[src/rtl/disp_pkg.sv]
// Shared types, glyph constants and helpers for the multiplexed 7-segment scan driver.
// Glyphs are active-low with CA..CG on bits 6..0.
package disp_pkg;

  localparam int unsigned N_DIG_DEFAULT = 8;
  localparam int unsigned N_DIG_MAX     = 32;

  localparam logic [6:0] GLYPH_BLANK = 7'h7F;
  localparam logic [6:0] GLYPH_0     = 7'b0000001;
  localparam logic [6:0] GLYPH_1     = 7'b1001111;
  localparam logic [6:0] GLYPH_2     = 7'b0010010;
  localparam logic [6:0] GLYPH_3     = 7'b0000110;
  localparam logic [6:0] GLYPH_4     = 7'b1001100;
  localparam logic [6:0] GLYPH_5     = 7'b0100100;
  localparam logic [6:0] GLYPH_6     = 7'b0100000;
  localparam logic [6:0] GLYPH_7     = 7'b0001111;
  localparam logic [6:0] GLYPH_8     = 7'b0000000;
  localparam logic [6:0] GLYPH_9     = 7'b0000100;
  localparam logic [6:0] GLYPH_A     = 7'b0001000;

  typedef enum logic [0:0] {
    StBlank,
    StDrive
  } disp_state_e;

  // Active-low anode vector with only bit idx cleared; callers size-cast to their digit count.
  function automatic logic [N_DIG_MAX-1:0] onehot_low(input int unsigned idx);
    return ~(N_DIG_MAX'(1) << idx);
  endfunction

endpackage

[src/rtl/fase_timer.sv]
// Phase duration counter: counts up from zero, flags done at the limit, and clears on request.
module fase_timer #(
  parameter int unsigned Width = 8
) (
  input  logic             clk_i,
  input  logic             rst_i,
  input  logic             clear_i,
  input  logic [Width-1:0] limit_i,
  output logic [Width-1:0] count_o,
  output logic             done_o
);

  logic [Width-1:0] cnt_q, cnt_d;

  always_comb begin
    cnt_d = clear_i ? '0 : cnt_q + Width'(1);
  end

  always_ff @(posedge clk_i) begin
    if (rst_i) begin
      cnt_q <= '0;
    end else begin
      cnt_q <= cnt_d;
    end
  end

  assign count_o = cnt_q;
  assign done_o  = (cnt_q == limit_i);

endmodule

[src/rtl/escaneo_display.sv]
// Time-multiplexed scan driver for a common-anode 7-segment display with blanking gaps
// and a shadow register that commits new patterns only at frame boundaries.
module escaneo_display
  import disp_pkg::*;
#(
  parameter int unsigned N_DIG        = N_DIG_DEFAULT,
  parameter int unsigned DIGIT_CYCLES = 100000,
  parameter int unsigned BLANK_CYCLES = 1000
) (
  input  logic               clk,
  input  logic               rst,
  input  logic [7*N_DIG-1:0] seg_in,
  input  logic [N_DIG-1:0]   mask_in,
  input  logic               load_valid,
  output logic               load_ready,
  output logic               frame_tick,
  output logic [6:0]         segmentos,
  output logic [N_DIG-1:0]   anodos
);

  localparam int unsigned CntMax = (DIGIT_CYCLES > BLANK_CYCLES) ? DIGIT_CYCLES : BLANK_CYCLES;
  localparam int unsigned CntW   = (CntMax > 1) ? $clog2(CntMax) : 1;
  localparam int unsigned IdxW   = (N_DIG > 1) ? $clog2(N_DIG) : 1;
  localparam logic [IdxW-1:0] LastIdx = IdxW'(N_DIG - 1);

  disp_state_e state_q, state_d;
  logic [IdxW-1:0] idx_q, idx_d;

  logic [N_DIG-1:0][6:0] pend_seg_q, pend_seg_d;
  logic [N_DIG-1:0][6:0] act_seg_q, act_seg_d;
  logic [N_DIG-1:0]      pend_mask_q, pend_mask_d;
  logic [N_DIG-1:0]      act_mask_q, act_mask_d;
  logic                  pend_full_q, pend_full_d;

  logic             load_ready_q, load_ready_d;
  logic             frame_tick_q, frame_tick_d;
  logic [6:0]       seg_q, seg_d;
  logic [N_DIG-1:0] an_q, an_d;

  logic [CntW-1:0] cnt;
  logic [CntW-1:0] limit;
  logic            phase_done;
  logic            frame_end;
  logic            accept;

  assign limit = (state_q == StBlank) ? CntW'(BLANK_CYCLES - 1) : CntW'(DIGIT_CYCLES - 1);

  // The counter restarts on every phase change, so done doubles as its clear.
  fase_timer #(
    .Width(CntW)
  ) u_timer (
    .clk_i  (clk),
    .rst_i  (rst),
    .clear_i(phase_done),
    .limit_i(limit),
    .count_o(cnt),
    .done_o (phase_done)
  );

  assign frame_end = phase_done && (state_q == StDrive) && (idx_q == LastIdx);
  assign accept    = load_valid && load_ready_q;

  always_comb begin
    state_d = state_q;
    idx_d   = idx_q;
    if (phase_done) begin
      if (state_q == StBlank) begin
        state_d = StDrive;
      end else begin
        state_d = StBlank;
        idx_d   = (idx_q == LastIdx) ? '0 : idx_q + IdxW'(1);
      end
    end
  end

  // Accept and commit are mutually exclusive: accept needs an empty shadow, commit a full one.
  always_comb begin
    pend_seg_d  = pend_seg_q;
    pend_mask_d = pend_mask_q;
    pend_full_d = pend_full_q;
    act_seg_d   = act_seg_q;
    act_mask_d  = act_mask_q;
    if (accept) begin
      pend_seg_d  = seg_in;
      pend_mask_d = mask_in;
      pend_full_d = 1'b1;
    end else if (frame_end && pend_full_q) begin
      act_seg_d   = pend_seg_q;
      act_mask_d  = pend_mask_q;
      pend_full_d = 1'b0;
    end
    load_ready_d = !pend_full_d;
  end

  // Outputs follow the current phase one cycle later, so anodes and segments move together.
  always_comb begin
    frame_tick_d = (state_q == StBlank) && (idx_q == '0) && (cnt == '0);
    an_d         = '1;
    seg_d        = GLYPH_BLANK;
    if (state_q == StDrive) begin
      an_d = N_DIG'(onehot_low(32'(idx_q)));
      if (act_mask_q[idx_q]) begin
        seg_d = act_seg_q[idx_q];
      end
    end
  end

  always_ff @(posedge clk) begin
    if (rst) begin
      state_q      <= StBlank;
      idx_q        <= '0;
      pend_seg_q   <= '1;
      pend_mask_q  <= '0;
      pend_full_q  <= 1'b0;
      act_seg_q    <= {N_DIG{GLYPH_BLANK}};
      act_mask_q   <= '0;
      load_ready_q <= 1'b1;
      frame_tick_q <= 1'b0;
      seg_q        <= GLYPH_BLANK;
      an_q         <= '1;
    end else begin
      state_q      <= state_d;
      idx_q        <= idx_d;
      pend_seg_q   <= pend_seg_d;
      pend_mask_q  <= pend_mask_d;
      pend_full_q  <= pend_full_d;
      act_seg_q    <= act_seg_d;
      act_mask_q   <= act_mask_d;
      load_ready_q <= load_ready_d;
      frame_tick_q <= frame_tick_d;
      seg_q        <= seg_d;
      an_q         <= an_d;
    end
  end

  assign load_ready = load_ready_q;
  assign frame_tick = frame_tick_q;
  assign segmentos  = seg_q;
  assign anodos     = an_q;

endmodule

[config.mk]
export PLATFORM = sky130hd
export DESIGN_NAME = escaneo_display
export DESIGN_NICKNAME = d
export VERILOG_FILES = /design/src/rtl/disp_pkg.sv /design/src/rtl/fase_timer.sv /design/src/rtl/escaneo_display.sv
export SDC_FILE = /design/constraint.sdc
export NUM_CORES = 1
export LEC_CHECK = 0
export BUFFER_PORTS_ARGS = -buffer_cell sky130_fd_sc_hd__clkbuf_2
export CORE_UTILIZATION = 40
export DETAILED_ROUTE_END_ITERATION = 10
export GPL_ROUTABILITY_DRIVEN = 0
export GPL_TIMING_DRIVEN = 0
export PLACE_DENSITY = 0.61
export SYNTH_ARGS = -nofsm -noshare
export SYNTH_HDL_FRONTEND = slang
export SYNTH_SLANG_ARGS = --single-unit
[constraint.sdc]
create_clock -name clk -period 2.1 [get_ports clk]
set_input_delay 0.315 -clock clk [delete_from_list [all_inputs] [get_ports clk]]
set_output_delay 0.315 -clock clk [all_outputs]
set_load 0.02 [all_outputs]
# After elaboration in Yosys (flattened, before gate mapping)
# Index checks and enable logic that the tools add are counted.
[totals]
input_bits = 67
ff_bits = 167
elab_cells = 59
output_inout_bits = 17
[classes]
eq_ne = 2
bitwise = 4
mux = 9
shifts = 1
n_addsub = 2
n_lt_le_gt_ge = 1
reduce_logical = 14
[ops]
columns = ["cell", "count"]
rows = [
  ["binary-select mux 7 bit (select 3 bit)", 1],
  ["adder 17 x 1 -> 17 bit, second input constant", 1],
  ["== test 17 bit", 1],
  ["logical NOT 17 bit", 1],
  ["two-way mux 17 bit", 1],
  ["inverter 8 bit", 1],
  ["<< shifter 1 x 3 -> 8 bit, first input constant", 1],
  ["two-way mux 7 bit", 1],
  ["logical AND 1 bit", 6],
  ["< comparator 3 x 4 -> 1 bit, second input constant", 1],
  ["two-way mux 1 bit", 4],
  ["AND reduction 2 bit", 2],
  ["OR reduction 2 bit", 2],
  ["adder 3 x 1 -> 3 bit, second input constant", 1],
  ["binary-select mux 1 bit (select 3 bit)", 1],
  ["== test 3 bit, second input constant", 1],
  ["logical NOT 3 bit", 1],
  ["two-way mux 3 bit", 1],
  ["inverter 1 bit", 3],
  ["OR reduction 3 bit", 1],
  ["logical NOT 1 bit", 1],
]

# Logic depth before layout (Yosys ltp)
[logic_depth]
word_depth = 8
depth_mapped = 8
mapped_depth_nobuf = 5

# By module
# From an unflattened synthesis, not the netlist that was laid out.
[hier_totals]
cells_unflattened = 733
area_unflattened_um2 = 7013.0
[modules_own_cells]
columns = ["module", "instances", "area_each_um2", "cells_each", "seq_area_each_um2"]
rows = [
  ["escaneo_display", 1, 6073.3, 623, 3002.9],
  ["fase_timer", 1, 939.7, 110, 340.3],
]

# Worst setup path before layout
# Ideal clock, no wire load.
[synth_timing]
path_kind = "reg2reg"
from = "reg u_timer.cnt_q[0], in the netlist u_timer.count_o[0]"
to = "reg act_seg_q[14] (netlist bit)"
period_less_slack_ps = 2094
arrival_time_ps = 1957
required_time_ps = 1963
path_stages_with_launch = 9
n_path_buf = 3
setup_ps = 137
path_slack_ps = 6
cell_sequence = "dfxtp_1 -> ha_1 -> nand4_1 -> or4_1 -> buf_2 -> buf_6 -> buf_2 -> o31ai_1 -> nand3_1"
[synth_between]
elab_chain_len = 5
[synth_lines]
columns = ["item", "line_no", "rtl"]
rows = [
  ["from (decl)", "fase_timer.sv:13", "logic [Width-1:0] cnt_q, cnt_d;"],
  ["from (signal assigned)", "fase_timer.sv:23", "cnt_q <= cnt_d;"],
  ["== test 17 bit", "fase_timer.sv:28", "assign done_o = (cnt_q == limit_i);"],
  ["logical AND 1 bit (2 in series)", "escaneo_display.sv:60", "assign frame_end = phase_done && (state_q == StDrive) && (idx_q == LastIdx);"],
  ["logical AND 1 bit", "escaneo_display.sv:87", "end else if (frame_end && pend_full_q) begin"],
  ["AND reduction 2 bit (no source line)", "--", ""],
  ["to (signal assigned)", "escaneo_display.sv:115", "act_seg_q <= {N_DIG{GLYPH_BLANK}};"],
  ["to (signal assigned)", "escaneo_display.sv:127", "act_seg_q <= act_seg_d;"],
  ["to (decl)", "escaneo_display.sv:30", "logic [N_DIG-1:0][6:0] act_seg_q, act_seg_d;"],
]
# No other way between the ends.
# A chain may end at the register's enable or synchronous reset.

# Worst setup path in the final report
[layout_timing]
from = "reg u_timer.cnt_q[0], in the netlist u_timer.count_o[0]"
to = "reg act_seg_q[6] (netlist bit)"
# The elaborated chain is that of the path after synthesis.

==> flow_summary.ini <==
[outcome]
status = complete, no violations

[sta]
finalSetupViolCount = 0
fin_crit_sh_pct = 99.6
slew_violations = 0
period_needed_ps = 2090
grt_setup_unrepaired = yes
tightest_slew_ps = 833
whs_ps = 86.5
fmaxAchievable_ghz = 0.478
max_slew_margin_pct = 44.4
fin_skew_ps = 6.34
hold_viol = 0

[clock_tree]
hold_buffers = 0
clk_path_buf_depth = 2
htreeDepth = 4
root_buffer = clkbuf_16
cts_tree = built
clk_pin_slew_ps = 60
clkSinkCount = 167
cts_buffers = 17
clk_latency_ps = 430

[logic_synthesis]
netlist_area_mm2 = 0.00694
synth_flop_cell = dfxtp_1
synth_seq_cells = 167
ys_async_sr_fraction_pct = 0
synth_cell_types = 36
seq_area_frac_synth_pct = 48.1
synth_warnings = 0
syn_area_per_cell_um2 = 8.69
synth-edff-count = 0
syn_nets = 874
synthCells = 799

[cells_and_area]
num-nets-final = 980
regArea_mm2 = 0.00336
syn2layout_area_growth_pct = 26.6
fillCellCount = 1576
final_layout_size_suffix_gt1_share_pct = 26.2
antenna_cells = 0
final_common_cell = dfxtp_1
fin_util_pct = 52.5
final_cell_mix = dfxtp_1 (160), nand2_1 (152), nand3_1 (129)
final_cells = 1137
multi_input_area_mm2 = 0.00368

[global_routing]
antenna_found_initial = 0
grt-ovfl-total = 0
grt_pass1_vias = 5838
grt_pass1_wl_mm = 31.1
grt_max_degree = 19
track_usage_pct = 22.5

[setup_path]
critPathMaxStageDelay_ps = 550
path_buf_inv = 3
path_class = reg2reg
crit_family = simple AND/OR/NAND/NOR gates
crit_arrival_ps = 2370
required_ps = 2380
cp_max_fo = 11
crit_slowest_cell = or4_4
critPathCaptureType = flop
path_cells = ha_4 -> nand4_1 -> or4_4 -> buf_6 -> buf_12 -> clkbuf_16 -> o31ai_4 -> nand3_1
startpoint_type = flop

[placement]
dp_hpwl_mm = 13.8
dpl.cell_count = 1101
portBuffers = 82

[power]
switchingPower_mw = 1.57
pwr-share-clk_pct = 43.0
p_comb_share_pct = 5.8
internal_power_mw = 4.98
p_sw_share_pct = 23.9
power.density_mw_per_mm2 = 745
power.share.sequential_pct = 51.2
power.leakage_nw = 3.32
peakVddDrop_v = 0.000587

[die]
dieArea_mm2 = 0.0179
io_pins = 84
initial_core_util_pct = 41.4
rows = 47
fp.dieW_um = 134
core_area_mm2 = 0.0168
die_h_um = 134

[drt]
ant_nets = 0
wirelength_mm = 19.9
dr.pass1.iters = 5
avgViaCountPerCell = 5.64
drt_first_iter_violations = 511
wl_per_cell_um = 17.5
via_count = 6409
remaining_drc_errors = 0

[min_path]
hp-class = in2reg

[flow_run]
maxCapViolations = 0
[per-stage QoR]
step,power (mW),TNS (ps),cell area (µm²),setup WS (ps)
after CTS,6.57,0,8310,4.01
after floorplan,3.63,0,6940,5.94
final,6.55,0,8790,8.77
after global routing,6.79,-786,8790,-58.8
after global placement,3.78,-45290,7630,-797
after detailed placement,3.79,-52140,7630,-879
[power by group through the flow]
stage	Sequential, mW	Clock, mW	Combinational (mW)
3_3_place_gp	3.42	0	0.367
4_1_cts	3.35	2.84	0.378
6_report	3.35	2.82	0.378
5_1_grt	3.36	2.99	0.434
2_1_floorplan	3.40	0	0.230
3_5_place_dp	3.42	0	0.373
[routing by layer]
metal	routed length, µm	share of wire (%)	vias up	GRT usage, %
met3	1130	5.7	34	4.45
met5	0	0	-	0
li1	-	-	3113	-
met2	8890	45	203	33.9
met4	448	2.3	0	8.40
met1	9400	47	3059	31.6
[worst register-to-register path: cells and delay by family (launching register included)]
kind	cells	cell delay (ps)
AND/OR/NAND/NOR	3	790
flip-flops	1	370
AO/OA/AOI/OAI	1	170
buffers and inverters	3	470
adder cells (fa/ha/maj)	1	130
[cells in the mapped netlist (all sizes together), types with 3 or more instances]
library cell | n | area share [%]
inv | 9 | 0.49
nor3 | 15 | 1.1
nand4 | 73 | 6.6
nor2 | 4 | 0.22
dfxtp | 167 | 48
a211oi | 4 | 0.43
or4 | 3 | 0.32
nand3 | 130 | 9.4
nor2b | 3 | 0.27
nand2 | 153 | 8.3
and2 | 6 | 0.54
buf | 28 | 1.9
and3 | 3 | 0.27
o31ai | 64 | 6.9
o21ai | 7 | 0.56
nor4 | 3 | 0.27
a21oi | 19 | 1.4
ha | 8 | 1.4
mux4 | 16 | 5.2
or3 | 3 | 0.27
clkbuf | 55 | 3.0
xor2 | 9 | 1.1
and4 | 5 | 0.63
[logic make-up after synthesis]
family	count (synthesis)	share of synthesized area, %
adders and majority gates	8	1.44
AOI/OAI and AO/OA	101	10.1
buffers and inverters	92	5.32
xor gates and xnor gates	11	1.39
and+or+nand+nor	403	28.3
DFF	167	48.1
muxes	17	5.33
[registers in the layout, summed over array words and instances (netlist names)]
signal           flops
pend_seg_q          56
act_seg_q           56
segmentos            7
pend_full_q          1
act_mask_q           8
idx_q                3
u_timer.count_o     17
frame_tick           1
pend_mask_q          8
load_ready           1
anodos               8
state_q              1
[repair_timing]
item / CTS / global route
setup buffers: 3 / 4
gates resized for setup: 40 / 116
pin swaps: 4 / 20
endpoints found under the setup margin: 94 / 77
cloned: 0 / 1
[cell type report]
class                      instances  share of cell area [%]
multi-input combinational        540                    41.9
sequential                       167                    38.2
timing repair buffer              90                    5.55
clock buffer                      22                    5.28
buffer                            80                    4.97
tap                              220                    3.13
clock inverter                     9                   0.612
inverter                           9                   0.384
[final timing paths]
path	from	end	slack [ps]	depth (start not counted)
worst max-delay path	u_timer.count_o[0]	act_seg_q[6]	9	8
worst min-delay path	seg_in[27]	pend_seg_q[27]	90	3
worst max register to register	u_timer.count_o[0]	act_seg_q[6]	9	8
worst min register to register	u_timer.count_o[0]	u_timer.count_o[0]	460	1
Note: power is estimated with default switching activity, not from simulation.
